[src/rtl/bb_lcd_pkg.sv]
// Shared constants and helpers for the N-digit BCD counter with static LCD drive.
// The segment bit order is a..g = bit 0..6.
package bb_lcd_pkg;

    localparam logic [6:0] SEG_BLANK = 7'b0000000;
    localparam logic [6:0] SEG_E     = 7'b0111001;
    localparam logic [6:0] SEG_0     = 7'b0111111;
    localparam logic [6:0] SEG_1     = 7'b0000110;
    localparam logic [6:0] SEG_2     = 7'b1011011;
    localparam logic [6:0] SEG_3     = 7'b1001111;
    localparam logic [6:0] SEG_4     = 7'b1100110;
    localparam logic [6:0] SEG_5     = 7'b1101101;
    localparam logic [6:0] SEG_6     = 7'b1111101;
    localparam logic [6:0] SEG_7     = 7'b0000111;
    localparam logic [6:0] SEG_8     = 7'b1111111;
    localparam logic [6:0] SEG_9     = 7'b1101111;

    function automatic logic [6:0] seg7(input logic [3:0] bcd);
        case (bcd)
            4'd0:    return SEG_0;
            4'd1:    return SEG_1;
            4'd2:    return SEG_2;
            4'd3:    return SEG_3;
            4'd4:    return SEG_4;
            4'd5:    return SEG_5;
            4'd6:    return SEG_6;
            4'd7:    return SEG_7;
            4'd8:    return SEG_8;
            4'd9:    return SEG_9;
            default: return SEG_E;
        endcase
    endfunction

    // Returns {carry, digit}; any value >= 9 (including illegal codes) rolls to 0.
    function automatic logic [4:0] bcd_inc(input logic [3:0] d);
        if (d >= 4'd9) return {1'b1, 4'd0};
        return {1'b0, d + 4'd1};
    endfunction

    // Returns {borrow, digit}; an illegal code clamps to 9 without borrowing.
    function automatic logic [4:0] bcd_dec(input logic [3:0] d);
        if (d == 4'd0) return {1'b1, 4'd9};
        if (d > 4'd9)  return {1'b0, 4'd9};
        return {1'b0, d - 4'd1};
    endfunction

endpackage

[src/rtl/bb_bcd_digit_updn.sv]
// One BCD digit of the up/down chain: steps when tick and carry/borrow-in are both set.
module bb_bcd_digit_updn
    import bb_lcd_pkg::*;
(
    input  logic       clk_i,
    input  logic       rst_i,
    input  logic       tick_i,
    input  logic       up_i,
    input  logic       load_i,
    input  logic [3:0] load_dig_i,
    input  logic       cin_i,
    output logic [3:0] dig_o,
    output logic       cout_o
);

    logic [3:0] dig_q, dig_d;
    logic [4:0] inc_r, dec_r;

    always_comb begin
        inc_r  = bcd_inc(dig_q);
        dec_r  = bcd_dec(dig_q);
        dig_d  = dig_q;
        cout_o = 1'b0;
        if (load_i) begin
            dig_d = load_dig_i;
        end else if (tick_i && cin_i) begin
            if (up_i) {cout_o, dig_d} = inc_r;
            else      {cout_o, dig_d} = dec_r;
        end
    end

    always_ff @(posedge clk_i or posedge rst_i) begin
        if (rst_i) dig_q <= 4'd0;
        else       dig_q <= dig_d;
    end

    assign dig_o = dig_q;

endmodule

[src/rtl/bb_lcd_ncnt.sv]
// N-digit BCD up/down counter driving a static (AC) 7-segment LCD.
// Count and frame rates are derived from the slow clock by two prescalers.
module bb_lcd_ncnt
    import bb_lcd_pkg::*;
#(
    parameter int unsigned DIGITS    = 2,
    parameter int unsigned CNT_DIV   = 2048,
    parameter int unsigned FRAME_DIV = 32
) (
    input  logic                  clk_i,
    input  logic                  rst_i,
    input  logic                  en_i,
    input  logic                  up_i,
    input  logic                  load_i,
    input  logic [4*DIGITS-1:0]   load_val_i,
    input  logic                  blank_lz_i,
    output logic [4*DIGITS-1:0]   cnt_o,
    output logic                  step_o,
    output logic                  wrap_o,
    output logic                  lcdcom_o,
    output logic [7*DIGITS-1:0]   lcdseg_o
);

    localparam int unsigned CNT_W = (CNT_DIV > 1) ? $clog2(CNT_DIV) : 1;
    localparam int unsigned FRM_W = (FRAME_DIV > 1) ? $clog2(FRAME_DIV) : 1;
    localparam logic [CNT_W-1:0] PRE_MAX = CNT_W'(CNT_DIV - 1);
    localparam logic [FRM_W-1:0] FRM_MAX = FRM_W'(FRAME_DIV - 1);

    logic [CNT_W-1:0]  pre_q, pre_d;
    logic [FRM_W-1:0]  frm_q, frm_d;
    logic              com_q, com_d;
    logic              step_q, step_d;
    logic              wrap_q, wrap_d;
    logic              tick;
    logic              frm_wrap;
    logic [DIGITS:0]   carry;
    logic [DIGITS-1:0] blank;
    logic              lead;

    assign tick     = en_i && (pre_q == PRE_MAX);
    assign frm_wrap = (frm_q == FRM_MAX);

    always_comb begin
        pre_d = pre_q;
        if (load_i)     pre_d = '0;
        else if (en_i)  pre_d = tick ? '0 : pre_q + CNT_W'(1);

        frm_d = frm_wrap ? '0 : frm_q + FRM_W'(1);
        com_d = com_q ^ frm_wrap;

        // load wins over a coincident tick, so no pulse is produced for it
        step_d = tick && !load_i;
        wrap_d = step_d && carry[DIGITS];
    end

    always_ff @(posedge clk_i or posedge rst_i) begin
        if (rst_i) begin
            pre_q  <= '0;
            frm_q  <= '0;
            com_q  <= 1'b0;
            step_q <= 1'b0;
            wrap_q <= 1'b0;
        end else begin
            pre_q  <= pre_d;
            frm_q  <= frm_d;
            com_q  <= com_d;
            step_q <= step_d;
            wrap_q <= wrap_d;
        end
    end

    assign carry[0] = 1'b1;

    for (genvar g = 0; g < DIGITS; g++) begin : g_dig
        bb_bcd_digit_updn u_dig (
            .clk_i      (clk_i),
            .rst_i      (rst_i),
            .tick_i     (tick),
            .up_i       (up_i),
            .load_i     (load_i),
            .load_dig_i (load_val_i[4*g +: 4]),
            .cin_i      (carry[g]),
            .dig_o      (cnt_o[4*g +: 4]),
            .cout_o     (carry[g+1])
        );
    end

    // Blank zeros from the MSD down until the first non-zero digit; digit 0 always shows.
    always_comb begin
        lead  = 1'b1;
        blank = '0;
        for (int d = DIGITS - 1; d >= 1; d--) begin
            if (lead && (cnt_o[4*d +: 4] == 4'd0)) blank[d] = blank_lz_i;
            else                                   lead     = 1'b0;
        end
    end

    for (genvar g = 0; g < DIGITS; g++) begin : g_seg
        assign lcdseg_o[7*g +: 7] = (blank[g] ? SEG_BLANK : seg7(cnt_o[4*g +: 4])) ^ {7{com_q}};
    end

    assign step_o   = step_q;
    assign wrap_o   = wrap_q;
    assign lcdcom_o = com_q;

endmodule

[config.mk]
export PLATFORM = sky130hd
export DESIGN_NAME = bb_lcd_ncnt
export DESIGN_NICKNAME = d
export VERILOG_FILES = /design/src/rtl/bb_lcd_pkg.sv /design/src/rtl/bb_bcd_digit_updn.sv /design/src/rtl/bb_lcd_ncnt.sv
export SDC_FILE = /design/constraint.sdc
export NUM_CORES = 1
export LEC_CHECK = 0
export BUFFER_PORTS_ARGS = -buffer_cell sky130_fd_sc_hd__buf_2
export CAP_MARGIN = 25
export CORE_UTILIZATION = 38
export CTS_CLUSTER_DIAMETER = 120
export DETAILED_ROUTE_END_ITERATION = 10
export GPL_TIMING_DRIVEN = 0
export SYNTH_ARGS = -nofsm -noshare
export SYNTH_HDL_FRONTEND = slang
export SYNTH_SLANG_ARGS = --single-unit
[constraint.sdc]
create_clock -name clk_i -period 2.8 [get_ports clk_i]
set_clock_uncertainty 0.1 [all_clocks]
set_input_delay 0 -clock clk_i [delete_from_list [all_inputs] [get_ports clk_i]]
set_output_delay 0 -clock clk_i [all_outputs]
set_load 0.02 [all_outputs]
; ---- After elaboration in Yosys (flattened, before gate mapping)
; Memories as Yosys holds them, arrays and structs flattened.
; Index checks and enable logic that the tools add are counted.
[totals]
reg_bits = 27
rom_bits = 224
wordCells = 72
n_memories = 2
[memory_table]
columns = name, depth, width, read_ports, rd_clocked_by_memory_dff, write_ports, line_no
row1 = (no name shown), 16, 7, 1, 0, 0, bb_lcd_pkg.sv:19  ; case (bcd)
row2 = (no name shown), 16, 7, 1, 0, 0, bb_lcd_pkg.sv:19
[op_classes]
n_addsub = 6
n_lt_le_gt_ge = 4
eq_ne = 2
muxes = 38
bitwise = 3
n_reduce_logical = 10
[ops]
columns = operator, n
row1 = $mux W5, 13
row2 = $mux W11, 3
row3 = $mux W4, 6
row4 = $mux W1, 15
row5 = $xor A7 B7 Y7, 2
row6 = $add A11 B1 Y11 const B, 1
row7 = $eq A11 B11 Y1 const B, 1
row8 = $add A4 B1 Y4 const B, 2
row9 = $ge A4 B4 Y1 const B, 2
row10 = $gt A4 B4 Y1 const B, 2
row11 = $logic_not A4 Y1, 2
row12 = $sub A4 B1 Y4 const B, 2
row13 = $mux W7, 1
row14 = $reduce_bool A2 Y1, 3
row15 = $add A5 B1 Y5 const B, 1
row16 = $eq A5 B5 Y1 const B, 1
row17 = $logic_and A1 B1 Y1, 4
row18 = $logic_not A1 Y1, 1
row19 = $xor A1 B1 Y1, 1

; ---- Longest topological paths before layout
; Gate-level depths: netlist (run 1).
[logic_depth]
ltp_word = 12
depth_mapped = 8
mapped_depth_nobuf = 7

; ---- Modules after synthesis
; A second synthesis (run 1) with hierarchy kept.
[hier_totals]
hier_cells = 276
hier_area_um2 = 2354.8
[by_module_without_submodules]
columns = module, instances, cells_per_inst, area_each_um2
row1 = bb_lcd_ncnt, 1, 158, 1393.8
row2 = bb_bcd_digit_updn, 2, 59, 480.5

; ---- Worst setup path after synthesis (run 1)
; OpenSTA, ideal clock, no wires.
[synth_timing]
path_type = reg-to-reg
from = register g_dig[0].u_dig.dig_q[1]
to = register g_dig[1].u_dig.dig_q[0]
setup_ps = 132
arrival_ps = 1935
required_ps = 2568
path_slack_ps = 633
path_stages_with_launch = 8
synth_period_minus_slack_ps = 2167
cell_sequence = dfrtp_1 > inv_1 > ha_1 > or3b_1 > and3_4 > o21ai_4 > mux2i_1 > o21ai_1
[synth_between]
elab_chain_cells = 10
elab_cells_between_ends = 16
[synth_lines]
columns = element, line_no
row1 = start: declaration, bb_bcd_digit_updn.sv:16  ; logic [3:0] dig_q, dig_d;
row2 = start signal: assignment, bb_bcd_digit_updn.sv:34  ; else dig_q <= dig_d;
row3 = $gt A4 B4 Y1, bb_lcd_pkg.sv:43  ; if (d > 4'd9) return {1'b0, 4'd9};
row4 = $mux W1 (2 in a row), bb_lcd_pkg.sv:43
row5 = $mux W5, bb_lcd_pkg.sv:44  ; return {1'b0, d - 4'd1};
row6 = $mux W5, bb_lcd_pkg.sv:43
row7 = $mux W1 *, bb_bcd_digit_updn.sv:27  ; if (up_i) {cout_o, dig_d} = inc_r;
row8 = $mux W1 *, bb_bcd_digit_updn.sv:26  ; end else if (tick_i && cin_i) begin
row9 = $mux W1 *, bb_bcd_digit_updn.sv:24  ; if (load_i) begin
row10 = $logic_and A1 B1 Y1 *, bb_bcd_digit_updn.sv:26
row11 = $reduce_bool A2 Y1 (no source line) *, --
row12 = end signal: assignment, bb_bcd_digit_updn.sv:34
row13 = end: declaration, bb_bcd_digit_updn.sv:16
; Mark *: on every way between the ends. The rest lies on a longest branch, timed or not. The select of a mux whose other input is x is not followed.
; A chain may end at the register's enable or synchronous reset.

; ---- Final worst setup path (run 1)
; Ends and elaborated chain as after synthesis.

==> impl_metrics.xml, run 1 <==
<?xml version="1.0" encoding="UTF-8"?>
<metrics>
  <group name="run_status">
    <metric name="run_status" unit="">finished clean</metric>
  </group>
  <group name="yosys">
    <metric name="syn_inst_count" unit="">259</metric>
    <metric name="synth.largest_area_cell" unit="">dfrtp_1</metric>
    <metric name="synthFlopType" unit="">dfrtp_1</metric>
    <metric name="async_flop_share" unit="">1.00</metric>
    <metric name="post_synth_main_area_contributors" unit="">dfrtp_1 (31%), ha_1 (9.3%), xnor2_1 (6.9%), nor2_1 (5.8%), a21oi_1 (5.1%)</metric>
    <metric name="yosys_warnings" unit="">0</metric>
    <metric name="ys_types" unit="">43</metric>
    <metric name="combinational_family_with_the_most_area_after_synthesis" unit="">simple AND/OR/NAND/NOR gates</metric>
    <metric name="multiplexer_fraction_of_the_synthesized_cell_area" unit="">0.0186</metric>
    <metric name="synth_adder_area_share" unit="">0.0930</metric>
    <metric name="netlist.area_leader.share" unit="">0.314</metric>
    <metric name="postSynthRegisterBits" unit="">27</metric>
    <metric name="yosysSeqAreaShare" unit="">0.314</metric>
    <metric name="syn_nets" unit="">289</metric>
    <metric name="syn_area" unit="sq mm">0.00215</metric>
    <metric name="synth_enable_flop_cells" unit="">0</metric>
    <metric name="synth-xor-area-share" unit="">0.106</metric>
    <metric name="synth_compound_area_frac" unit="">0.183</metric>
    <metric name="synthSimpleGateAreaFrac" unit="">0.238</metric>
    <metric name="synth.avg_cell_area" unit="sq um">8.31</metric>
  </group>
  <group name="sta">
    <metric name="fmax" unit="MHz">431</metric>
    <metric name="finalSetupViolations" unit="">0</metric>
    <metric name="finalHoldViolations" unit="">0</metric>
    <metric name="fin_max_slew_vios" unit="">0</metric>
    <metric name="period_share" unit="">0.830</metric>
    <metric name="grt_setup_unrepaired" unit="">no</metric>
    <metric name="final_critical_path_setup_slack" unit="ns">0.477</metric>
    <metric name="slew_headroom" unit="">0.669</metric>
    <metric name="finalSetupTns" unit="ns">0</metric>
    <metric name="worstMarginPinSlew" unit="ns">0.496</metric>
    <metric name="finalCriticalPeriod" unit="ns">2.32</metric>
  </group>
  <group name="critical_path">
    <metric name="crit_required" unit="ns">2.85</metric>
    <metric name="regToRegEndpoint" unit="">g_dig[1].u_dig.dig_o[0]</metric>
    <metric name="timing.critical_path.to_type" unit="">flop</metric>
    <metric name="worst_r2r_startpoint" unit="">g_dig[0].u_dig.dig_o[1]</metric>
    <metric name="ff2ff_setup_slack" unit="ns">0.48</metric>
    <metric name="arrival" unit="ns">2.38</metric>
    <metric name="reg2regPathDepth" unit="">7</metric>
    <metric name="timing.critical_path.from_type" unit="">flop</metric>
    <metric name="cp_max_fo" unit="">9</metric>
    <metric name="criticalPathCategory" unit="">flop to flop</metric>
  </group>
  <group name="finish">
    <metric name="layout-drive-gt1-share" unit="">0.186</metric>
    <metric name="final_cell_area" unit="sq mm">0.00261</metric>
    <metric name="diodes" unit="">0</metric>
    <metric name="fin_util" unit="">0.477</metric>
    <metric name="synthToLayoutAreaGrowth" unit="%">21.2</metric>
    <metric name="finish.net_count" unit="">343</metric>
  </group>
  <group name="place">
    <metric name="io_buffer_count" unit="">38</metric>
    <metric name="place_hpwl" unit="mm">3.59</metric>
    <metric name="finalWeightedCongestion" unit="">0.825</metric>
    <metric name="placement.cell_area" unit="sq mm">0.00246</metric>
    <metric name="place_ws" unit="ns">0.502</metric>
  </group>
  <group name="clock_network">
    <metric name="clk-insertion-delay-late" unit="ns">0.28</metric>
    <metric name="clockBufferDepth" unit="">2</metric>
    <metric name="path_clk_slew" unit="ns">0.10</metric>
    <metric name="htreeDepth" unit="">1</metric>
    <metric name="cts_hold_buf" unit="">10</metric>
    <metric name="postCtsSetupRepairBufs" unit="">0</metric>
    <metric name="cts.sinks" unit="">27</metric>
    <metric name="ctsRootBufferMaster" unit="">clkbuf_8</metric>
    <metric name="cts_buffers" unit="">3</metric>
    <metric name="cts.repair.resized" unit="">0</metric>
    <metric name="tritoncts_clock_tree" unit="">done</metric>
  </group>
  <group name="die">
    <metric name="start_util" unit="">0.393</metric>
    <metric name="chipHeight" unit="microns">77.3</metric>
    <metric name="design.portCount" unit="">39</metric>
    <metric name="fp.dieArea" unit="sq mm">0.00597</metric>
    <metric name="die_x" unit="microns">77.3</metric>
    <metric name="fp.coreArea" unit="sq mm">0.00547</metric>
    <metric name="std_cell_rows" unit="">27</metric>
  </group>
  <group name="global_route">
    <metric name="overflow" unit="">0</metric>
    <metric name="global_route.usage.total" unit="">0.166</metric>
    <metric name="grt_first_pass_wirelength" unit="mm">8.14</metric>
    <metric name="antenna_found_initial" unit="">0</metric>
    <metric name="grt_pass1_vias" unit="">1735</metric>
    <metric name="grt_start_max_net_pins" unit="">18</metric>
  </group>
  <group name="power">
    <metric name="cell_pwr_density" unit="mW/mm^2">387</metric>
    <metric name="ir_worst_vdd" unit="uV">199</metric>
    <metric name="power.static_leakage" unit="nW">1.17</metric>
  </group>
  <group name="min_path">
    <metric name="holdCritPathClass" unit="">primary input to flop</metric>
    <metric name="worst_hold_path.endpoint" unit="">step_o</metric>
    <metric name="worstHoldStart" unit="">load_i</metric>
    <metric name="hold_path_depth" unit="">3</metric>
  </group>
  <group name="routing">
    <metric name="dr_total_vias" unit="">1930</metric>
    <metric name="post_drt_via_cell_ratio" unit="">5.03</metric>
    <metric name="antenna_left" unit="">0</metric>
    <metric name="wl_per_cell" unit="microns">12.5</metric>
    <metric name="postRouteWirelength" unit="mm">4.79</metric>
    <metric name="drt-pass1-iter-count" unit="">4</metric>
    <metric name="drcViolationCount" unit="">0</metric>
    <metric name="drt_first_iter_violations" unit="">87</metric>
  </group>
  <group name="flow_run">
    <metric name="max_cap_violations" unit="">0</metric>
  </group>
</metrics>
worst max-delay path by stage:
| stage | start | end | slack, ns | depth (start not counted) |
|---|---|---|---|---|
| after floorplan | g_dig[0].u_dig.dig_o[1] | g_dig[1].u_dig.dig_o[0] | 0.63 | 7 |
| after global placement | g_dig[0].u_dig.dig_o[1] | g_dig[1].u_dig.dig_o[0] | 0.52 | 7 |
| after detailed placement | g_dig[0].u_dig.dig_o[1] | g_dig[1].u_dig.dig_o[0] | 0.50 | 7 |
| after CTS | g_dig[0].u_dig.dig_o[1] | g_dig[1].u_dig.dig_o[0] | 0.48 | 7 |
| after global routing | g_dig[0].u_dig.dig_o[1] | g_dig[1].u_dig.dig_o[0] | 0.35 | 7 |
| final | g_dig[0].u_dig.dig_o[1] | g_dig[1].u_dig.dig_o[0] | 0.48 | 7 |
cell usage in the layout (no fill, tap or decap), types with 2 or more instances in the layout:
cell and instances:
dfrtp_1 27, nand4b_1 2, buf_1 3, nor2b_1 5, a31o_2 2, o21ai_0 19, xnor2_1 17, nor2_1 33
or3_1 2, clkbuf_1 5, nor3b_1 2, buf_2 45, o2111ai_1 2, xor2_1 9, nor4_4 2, nand2_1 19
a22oi_1 6, and3_1 2, o21ai_1 5, ha_1 16, a21oi_1 22, nand3b_1 2, nand2b_1 7, a31oi_1 2
mux2i_1 4, dlygate4sd3_1 10, nor3_1 4, inv_1 10, clkbuf_8 3, nand3_1 8
layer usage:
layer  GRT usage  up-vias  wire (microns)
met2       0.259       40            2090
met5           0        -               0
met3      0.0274        6             179
li1            -     1000               -
met1       0.244      884            2490
met4      0.0245        0              27
state kept, by name, indices dropped and copies added (netlist names):
| name | cells |
|---|---|
| g_dig.u_dig.dig_o | 8 |
| step_o | 1 |
| lcdcom_o | 1 |
| frm_q | 5 |
| pre_q | 11 |
| wrap_o | 1 |
report_power, final:
part	internal (W)	switching [W]	total [W]	leakage (nW)
logic	0.000144	0.000212	0.000356	0.801
clock network	0.000101	0.000129	0.000231	0.0217
registers	0.000402	0.0000223	0.000424	0.347
total	0.000647	0.000364	0.00101	1.17
per-stage QoR:
step	hold slack (ns)	power, W	std cells
global placement	0.125	0.000771	369
floorplan	-0.0473	0.000678	259
global route	0.0464	0.00108	384
CTS	0.0118	0.00102	384
detailed placement	-0.0527	0.000777	370
finish	0.0199	0.00101	384
cells in the mapped netlist, types with 2 or more instances:
master     number
buf_1           3
nand3_1         8
o2111ai_1       2
ha_1           16
xnor2_1        17
nor2_1         33
nand3b_1        2
buf_2           7
nor4_4          2
clkbuf_1        5
nand2_1        19
o21ai_0        19
xor2_1          9
o21ai_1         5
nor2b_1         5
nand2b_1        7
dfrtp_1        27
nor3_1          4
a21oi_1        22
and3_1          2
mux2i_1         4
a31oi_1         2
inv_1          10
a31o_2          2
or3_1           2
a22oi_1         6
nand4b_1        2
nor3b_1         2
worst max-delay path, stage by stage (launching register included):
cell	delay [ns]
dfrtp_1	0.54
inv_1	0.13
ha_1	0.26
or3b_1	0.40
and3_4	0.21
o21ai_4	0.25
mux2i_1	0.23
o21ai_1	0.08
final cells by class:
type	count	area, sq um
fill	586	2860
clock buffer	3	41.3
sequential	27	676
tap	72	90.1
inverter	10	37.5
multi-input combinational	207	1380
clock inverter	1	7.51
buffer	15	65.1
timing repair buffer	49	318
logic make-up (layout without fill, tap and decap cells):
logic type / count (synthesis) / after routing
AO/OA/AOI/OAI: 66 / 66
XOR/XNOR: 26 / 26
adder cells (fa/ha/maj): 16 / 16
buffers and inverters: 25 / 78
flip-flops: 27 / 27
multiplexers: 4 / 4
AND/OR/NAND/NOR: 95 / 95
(Power assumes the default switching activity.)
==> inputs of run 2 (changes only) <==
clock period = 2.2 ns   (was 2.8 ns; I/O delays follow)
==> impl_metrics.xml, run 2 (synthesized netlist as in run 1, its figures left out) <==
<?xml version="1.0" encoding="UTF-8"?>
<metrics>
  <group name="finish">
    <metric name="layout-drive-gt1-share" unit="">0.216</metric>
    <metric name="diodes" unit="">0</metric>
    <metric name="seq_area" unit="sq um">681</metric>
    <metric name="largest_register_ffs" unit="">11</metric>
    <metric name="most-common-layout-cells" unit="">buf_2 (45), nor2_1 (33), dfrtp_1 (23)</metric>
    <metric name="fin_util" unit="">0.482</metric>
    <metric name="max_flop_register" unit="">pre_q</metric>
    <metric name="footprint_of_the_multi_input_gates" unit="sq mm">0.00138</metric>
    <metric name="layout.filler_cells" unit="">580</metric>
    <metric name="synthToLayoutAreaGrowth" unit="%">22.5</metric>
    <metric name="layout.cells.most_common" unit="">buf_2</metric>
    <metric name="finish.net_count" unit="">346</metric>
  </group>
  <group name="sta">
    <metric name="worstMarginPinSlew" unit="ns">0.502</metric>
    <metric name="grt_setup_unrepaired" unit="">no</metric>
    <metric name="slew_headroom" unit="">0.665</metric>
    <metric name="period_share" unit="">0.951</metric>
    <metric name="finalHoldViolations" unit="">0</metric>
    <metric name="finalCriticalPeriod" unit="ns">2.09</metric>
    <metric name="finalSetupViolations" unit="">0</metric>
    <metric name="fin_max_slew_vios" unit="">0</metric>
    <metric name="fmax" unit="MHz">478</metric>
    <metric name="finalSetupTns" unit="ns">0</metric>
  </group>
  <group name="critical_path">
    <metric name="cpPeakStageDelay" unit="ns">0.44</metric>
    <metric name="crit_family" unit="">simple AND/OR/NAND/NOR gates</metric>
    <metric name="arrival" unit="ns">2.14</metric>
    <metric name="cp_max_fo" unit="">8</metric>
    <metric name="crit_path_cell_trace" unit="">inv_1 -&gt; ha_1 -&gt; or3b_1 -&gt; and3_4 -&gt; o21ai_4 -&gt; mux2i_1 -&gt; o21ai_1</metric>
    <metric name="criticalPathCategory" unit="">flop to flop</metric>
    <metric name="timing.critical_path.to_type" unit="">flop</metric>
    <metric name="cell_with_the_largest_stage_delay_on_the_worst_path" unit="">dfrtp_2</metric>
    <metric name="critPathBufInv" unit="">1</metric>
    <metric name="crit_required" unit="ns">2.25</metric>
    <metric name="timing.critical_path.from_type" unit="">flop</metric>
  </group>
  <group name="global_route">
    <metric name="grt_first_pass_wirelength" unit="mm">8.18</metric>
    <metric name="antenna_found_initial" unit="">0</metric>
    <metric name="overflow" unit="">0</metric>
    <metric name="grt_start_max_net_pins" unit="">18</metric>
    <metric name="grt_pass1_vias" unit="">1763</metric>
    <metric name="global_route.usage.total" unit="">0.168</metric>
  </group>
  <group name="place">
    <metric name="io_buffer_count" unit="">38</metric>
    <metric name="place_hpwl" unit="mm">3.59</metric>
    <metric name="finalWeightedCongestion" unit="">0.825</metric>
  </group>
  <group name="routing">
    <metric name="postRouteWirelength" unit="mm">4.88</metric>
    <metric name="dr_total_vias" unit="">1978</metric>
    <metric name="drt-pass1-iter-count" unit="">4</metric>
    <metric name="wl_per_cell" unit="microns">12.6</metric>
    <metric name="routed_wl_met3" unit="microns">180</metric>
    <metric name="drt_first_iter_violations" unit="">58</metric>
    <metric name="met1Wirelength" unit="mm">2.50</metric>
    <metric name="drcViolationCount" unit="">0</metric>
    <metric name="antenna_left" unit="">0</metric>
    <metric name="routed.top_layer" unit="">met4</metric>
    <metric name="post_drt_via_cell_ratio" unit="">5.11</metric>
    <metric name="detailroute.wirelength.met2" unit="mm">2.16</metric>
  </group>
  <group name="power">
    <metric name="total_power" unit="W">0.00130</metric>
    <metric name="cell_pwr_density" unit="mW/mm^2">491</metric>
    <metric name="power.static_leakage" unit="nW">1.18</metric>
    <metric name="ir_worst_vdd" unit="uV">253</metric>
  </group>
  <group name="clock_network">
    <metric name="htreeDepth" unit="">1</metric>
    <metric name="ctsRootBufferMaster" unit="">clkbuf_8</metric>
    <metric name="clockBufferDepth" unit="">2</metric>
    <metric name="clk-insertion-delay-late" unit="ns">0.27</metric>
    <metric name="tritoncts_clock_tree" unit="">done</metric>
    <metric name="path_clk_slew" unit="ns">0.10</metric>
    <metric name="cts.sinks" unit="">27</metric>
    <metric name="cts_buffers" unit="">3</metric>
  </group>
  <group name="min_path">
    <metric name="holdCritPathClass" unit="">primary input to flop</metric>
  </group>
  <group name="die">
    <metric name="fp.coreArea" unit="sq mm">0.00547</metric>
    <metric name="chipHeight" unit="microns">77.3</metric>
    <metric name="fp.dieArea" unit="sq mm">0.00597</metric>
    <metric name="design.portCount" unit="">39</metric>
    <metric name="die_x" unit="microns">77.3</metric>
    <metric name="std_cell_rows" unit="">27</metric>
    <metric name="start_util" unit="">0.393</metric>
  </group>
  <group name="flow_run">
    <metric name="max_cap_violations" unit="">0</metric>
  </group>
  <group name="run_status">
    <metric name="run_status" unit="">finished clean</metric>
  </group>
</metrics>
-- run 2: through the flow --
| step | std cells | worst slack, ns | hold WS, ns | instance area (sq um) |
|---|---|---|---|---|
| 6_report | 387 | 0.107 | 0.0175 | 2640 |
| 5_1_grt | 387 | 0.00906 | 0.0466 | 2640 |
| 4_1_cts | 387 | 0.0228 | 0.0118 | 2640 |
| 3_5_place_dp | 370 | -0.0980 | -0.0527 | 2460 |
| 3_3_place_gp | 369 | -0.0807 | 0.125 | 2430 |
| 2_1_floorplan | 259 | 0.0330 | -0.0473 | 2150 |
-- run 2: area by class of cell --
cell class	count	share of cell area
multi-input combinational	207	0.521
clock inverter	1	0.00284
inverter	10	0.0142
buffer	15	0.0251
clock buffer	3	0.0156
sequential	27	0.258
tap	72	0.0341
timing repair buffer	52	0.129
-- run 2: what timing repair did --
item                       in CTS  in global routing
hold buffers                   10                  0
setup endpoints to repair       2                 11
hold endpoints to repair       36                  0
gates resized for setup         2                  6
pin swaps                       0                  1
buffers inserted                3                  0
-- run 2: routing by layer --
layer	vias up	global-route usage
met2	44	0.265
met3	8	0.0274
met4	0	0.0302
met1	920	0.242
met5	-	0
li1	1006	-
-- run 2: worst min-delay path: cells and delay by family --
| kind | cells | cell delay (ns) |
|---|---|---|
| buffers and inverters | 1 | 0.12 |
| and+or+nand+nor | 2 | 0.23 |
-- run 2: path summary, 6_finish.rpt --
check	cells past startpoint	from	slack [ns]	to
hold / removal	3	load_i	0.02	step_o
max in group asynchronous	4	rst_i	1.36	g_dig[0].u_dig.dig_o[0]
hold reg to reg	1	frm_q[0]	0.38	frm_q[0]
setup / recovery	7	g_dig[0].u_dig.dig_o[0]	0.11	g_dig[1].u_dig.dig_o[0]
setup reg to reg	7	g_dig[0].u_dig.dig_o[0]	0.11	g_dig[1].u_dig.dig_o[0]
min in group asynchronous	3	rst_i	0.18	frm_q[4]
-- run 2: power breakdown --
group	total (W)	internal, W	switching [W]
Combinational	0.000470	0.000190	0.000280
Clock	0.000291	0.000129	0.000163
Sequential	0.000536	0.000513	0.0000230
==> inputs of run 3 (changes only) <==
CORE_UTILIZATION = 45   (was 38)
PLACE_DENSITY_LB_ADDON = 0.1   (was unset)
clock period = 1.9 ns   (was 2.2 ns; I/O delays follow)
==> impl_metrics.xml, run 3 (synthesized netlist as in run 1, its figures left out) <==
<?xml version="1.0" encoding="UTF-8"?>
<metrics>
  <group name="critical_path">
    <metric name="timing.critical_path.from_type" unit="">flop</metric>
    <metric name="timing.critical_path.to_type" unit="">flop</metric>
    <metric name="arrival" unit="ns">2.01</metric>
    <metric name="crit_required" unit="ns">1.95</metric>
    <metric name="criticalPathCategory" unit="">flop to flop</metric>
    <metric name="ff2ff_setup_slack" unit="ns">-0.06</metric>
    <metric name="cp_max_fo" unit="">6</metric>
  </group>
  <group name="clock_network">
    <metric name="cts.sinks" unit="">27</metric>
    <metric name="tritoncts_clock_tree" unit="">done</metric>
    <metric name="ctsRootBufferMaster" unit="">clkbuf_8</metric>
    <metric name="htreeDepth" unit="">1</metric>
    <metric name="clk-insertion-delay-late" unit="ns">0.27</metric>
    <metric name="clockBufferDepth" unit="">2</metric>
    <metric name="path_clk_slew" unit="ns">0.09</metric>
    <metric name="cts_buffers" unit="">3</metric>
  </group>
  <group name="finish">
    <metric name="max_flop_register" unit="">pre_q</metric>
    <metric name="layout.filler_cells" unit="">393</metric>
    <metric name="finish.net_count" unit="">362</metric>
    <metric name="layout.cells.most_common" unit="">buf_4</metric>
    <metric name="diodes" unit="">0</metric>
    <metric name="footprint_of_the_multi_input_gates" unit="sq mm">0.00156</metric>
    <metric name="most-common-layout-cells" unit="">buf_4 (33), buf_2 (32), nor2_1 (30)</metric>
    <metric name="largest_register_ffs" unit="">11</metric>
    <metric name="seq_area" unit="sq um">681</metric>
    <metric name="synthToLayoutAreaGrowth" unit="%">38.1</metric>
    <metric name="layout-drive-gt1-share" unit="">0.363</metric>
  </group>
  <group name="routing">
    <metric name="wl_per_cell" unit="microns">14.0</metric>
    <metric name="drt_first_iter_violations" unit="">147</metric>
    <metric name="drt-pass1-iter-count" unit="">7</metric>
    <metric name="dr_total_vias" unit="">2085</metric>
    <metric name="postRouteWirelength" unit="mm">5.36</metric>
    <metric name="antenna_left" unit="">0</metric>
    <metric name="post_drt_via_cell_ratio" unit="">5.44</metric>
    <metric name="drcViolationCount" unit="">0</metric>
  </group>
  <group name="sta">
    <metric name="worstMarginPinSlew" unit="ns">0.433</metric>
    <metric name="fmax" unit="MHz">510</metric>
    <metric name="finalCriticalPeriod" unit="ns">1.96</metric>
    <metric name="grt_setup_unrepaired" unit="">yes</metric>
    <metric name="slew_headroom" unit="">0.712</metric>
    <metric name="finalHoldViolations" unit="">0</metric>
    <metric name="finalSetupViolations" unit="">6</metric>
    <metric name="timing.hold.ws" unit="ns">0.0426</metric>
    <metric name="period_share" unit="">1.03</metric>
    <metric name="final_critical_path_setup_slack" unit="ns">-0.0591</metric>
    <metric name="fin_max_slew_vios" unit="">0</metric>
    <metric name="finalSetupTns" unit="ns">-0.269</metric>
  </group>
  <group name="die">
    <metric name="die_x" unit="microns">71.2</metric>
    <metric name="fp.dieArea" unit="sq mm">0.00507</metric>
    <metric name="start_util" unit="">0.481</metric>
    <metric name="fp.coreArea" unit="sq mm">0.00447</metric>
    <metric name="chipHeight" unit="microns">71.2</metric>
    <metric name="std_cell_rows" unit="">24</metric>
    <metric name="design.portCount" unit="">39</metric>
  </group>
  <group name="power">
    <metric name="cell_pwr_density" unit="mW/mm^2">560</metric>
    <metric name="ir_worst_vdd" unit="uV">455</metric>
    <metric name="power.static_leakage" unit="nW">1.30</metric>
  </group>
  <group name="global_route">
    <metric name="antenna_found_initial" unit="">0</metric>
    <metric name="overflow" unit="">0</metric>
    <metric name="global_route.usage.total" unit="">0.211</metric>
    <metric name="grt_start_max_net_pins" unit="">22</metric>
    <metric name="grt_pass1_vias" unit="">1946</metric>
    <metric name="grt_first_pass_wirelength" unit="mm">8.63</metric>
  </group>
  <group name="run_status">
    <metric name="run_status" unit="">finished, violations left</metric>
    <metric name="violations" unit="">setup timing</metric>
  </group>
  <group name="place">
    <metric name="finalWeightedCongestion" unit="">0.828</metric>
    <metric name="place_ws" unit="ns">-0.190</metric>
    <metric name="io_buffer_count" unit="">38</metric>
    <metric name="place_hpwl" unit="mm">3.58</metric>
  </group>
  <group name="min_path">
    <metric name="holdCritPathClass" unit="">primary input to flop</metric>
  </group>
  <group name="flow_run">
    <metric name="max_cap_violations" unit="">0</metric>
  </group>
</metrics>
## run 3: worst paths after layout
kind,start,to,depth (start not counted)
worst max-delay path,g_dig[0].u_dig.dig_o[0],g_dig[1].u_dig.dig_o[0],7
min in group asynchronous,rst_i,wrap_o,3
worst min register to register,frm_q[0],frm_q[0],1
worst max register to register,g_dig[0].u_dig.dig_o[0],g_dig[1].u_dig.dig_o[0],7
max in group asynchronous,rst_i,g_dig[0].u_dig.dig_o[0],4
worst min-delay path,load_i,step_o,3
## run 3: worst max-delay path: stages (launching register included)
cell and delay, ns:
dfrtp_2 0.48, inv_2 0.10, ha_4 0.13, or3b_4 0.38, and3_4 0.18, o21ai_4 0.18, mux2i_1 0.22, o21ai_1 0.07
## run 3: stage by stage
stage                     power, W  std cells  utilization  cell area, sq um
after global placement     0.00115        349        0.545              2440
after detailed placement   0.00116        350        0.551              2460
after global routing       0.00177        383        0.664              2970
final                      0.00167        383        0.664              2970
after floorplan            0.00101        259            -              2180
after CTS                  0.00157        376        0.613              2740
## run 3: layout make-up
| cell class | instances | area share |
|---|---|---|
| timing repair buffer | 69 | 0.167 |
| clock inverter | 1 | 0.00253 |
| multi-input combinational | 207 | 0.524 |
| tap | 52 | 0.0219 |
| buffer | 14 | 0.0278 |
| clock buffer | 3 | 0.0139 |
| inverter | 10 | 0.0143 |
| sequential | 27 | 0.229 |
## run 3: repair_timing
item | CTS | global route
pin swaps | 3 | 15
gates cloned | 0 | 1
hold buffers | 10 | 0
endpoints found under the hold margin | 36 | 0
setup buffers | 12 | 8
gates resized for setup | 18 | 52
endpoints found under the setup margin | 18 | 27
## run 3: routing by layer
metal | GRT usage | wire [microns] | vias up
met3 | 0.0356 | 219 | 2
met2 | 0.359 | 2570 | 51
met1 | 0.294 | 2550 | 993
li1 | - | - | 1039
met5 | 0 | 0 | -
met4 | 0.0178 | 19 | 0
## run 3: where the power goes
group          switching, W  internal [W]  leakage [nW]
clock              0.000184      0.000149        0.0217
combinational      0.000382      0.000328         0.932
sequential        0.0000294      0.000594         0.342
total              0.000595       0.00107          1.30
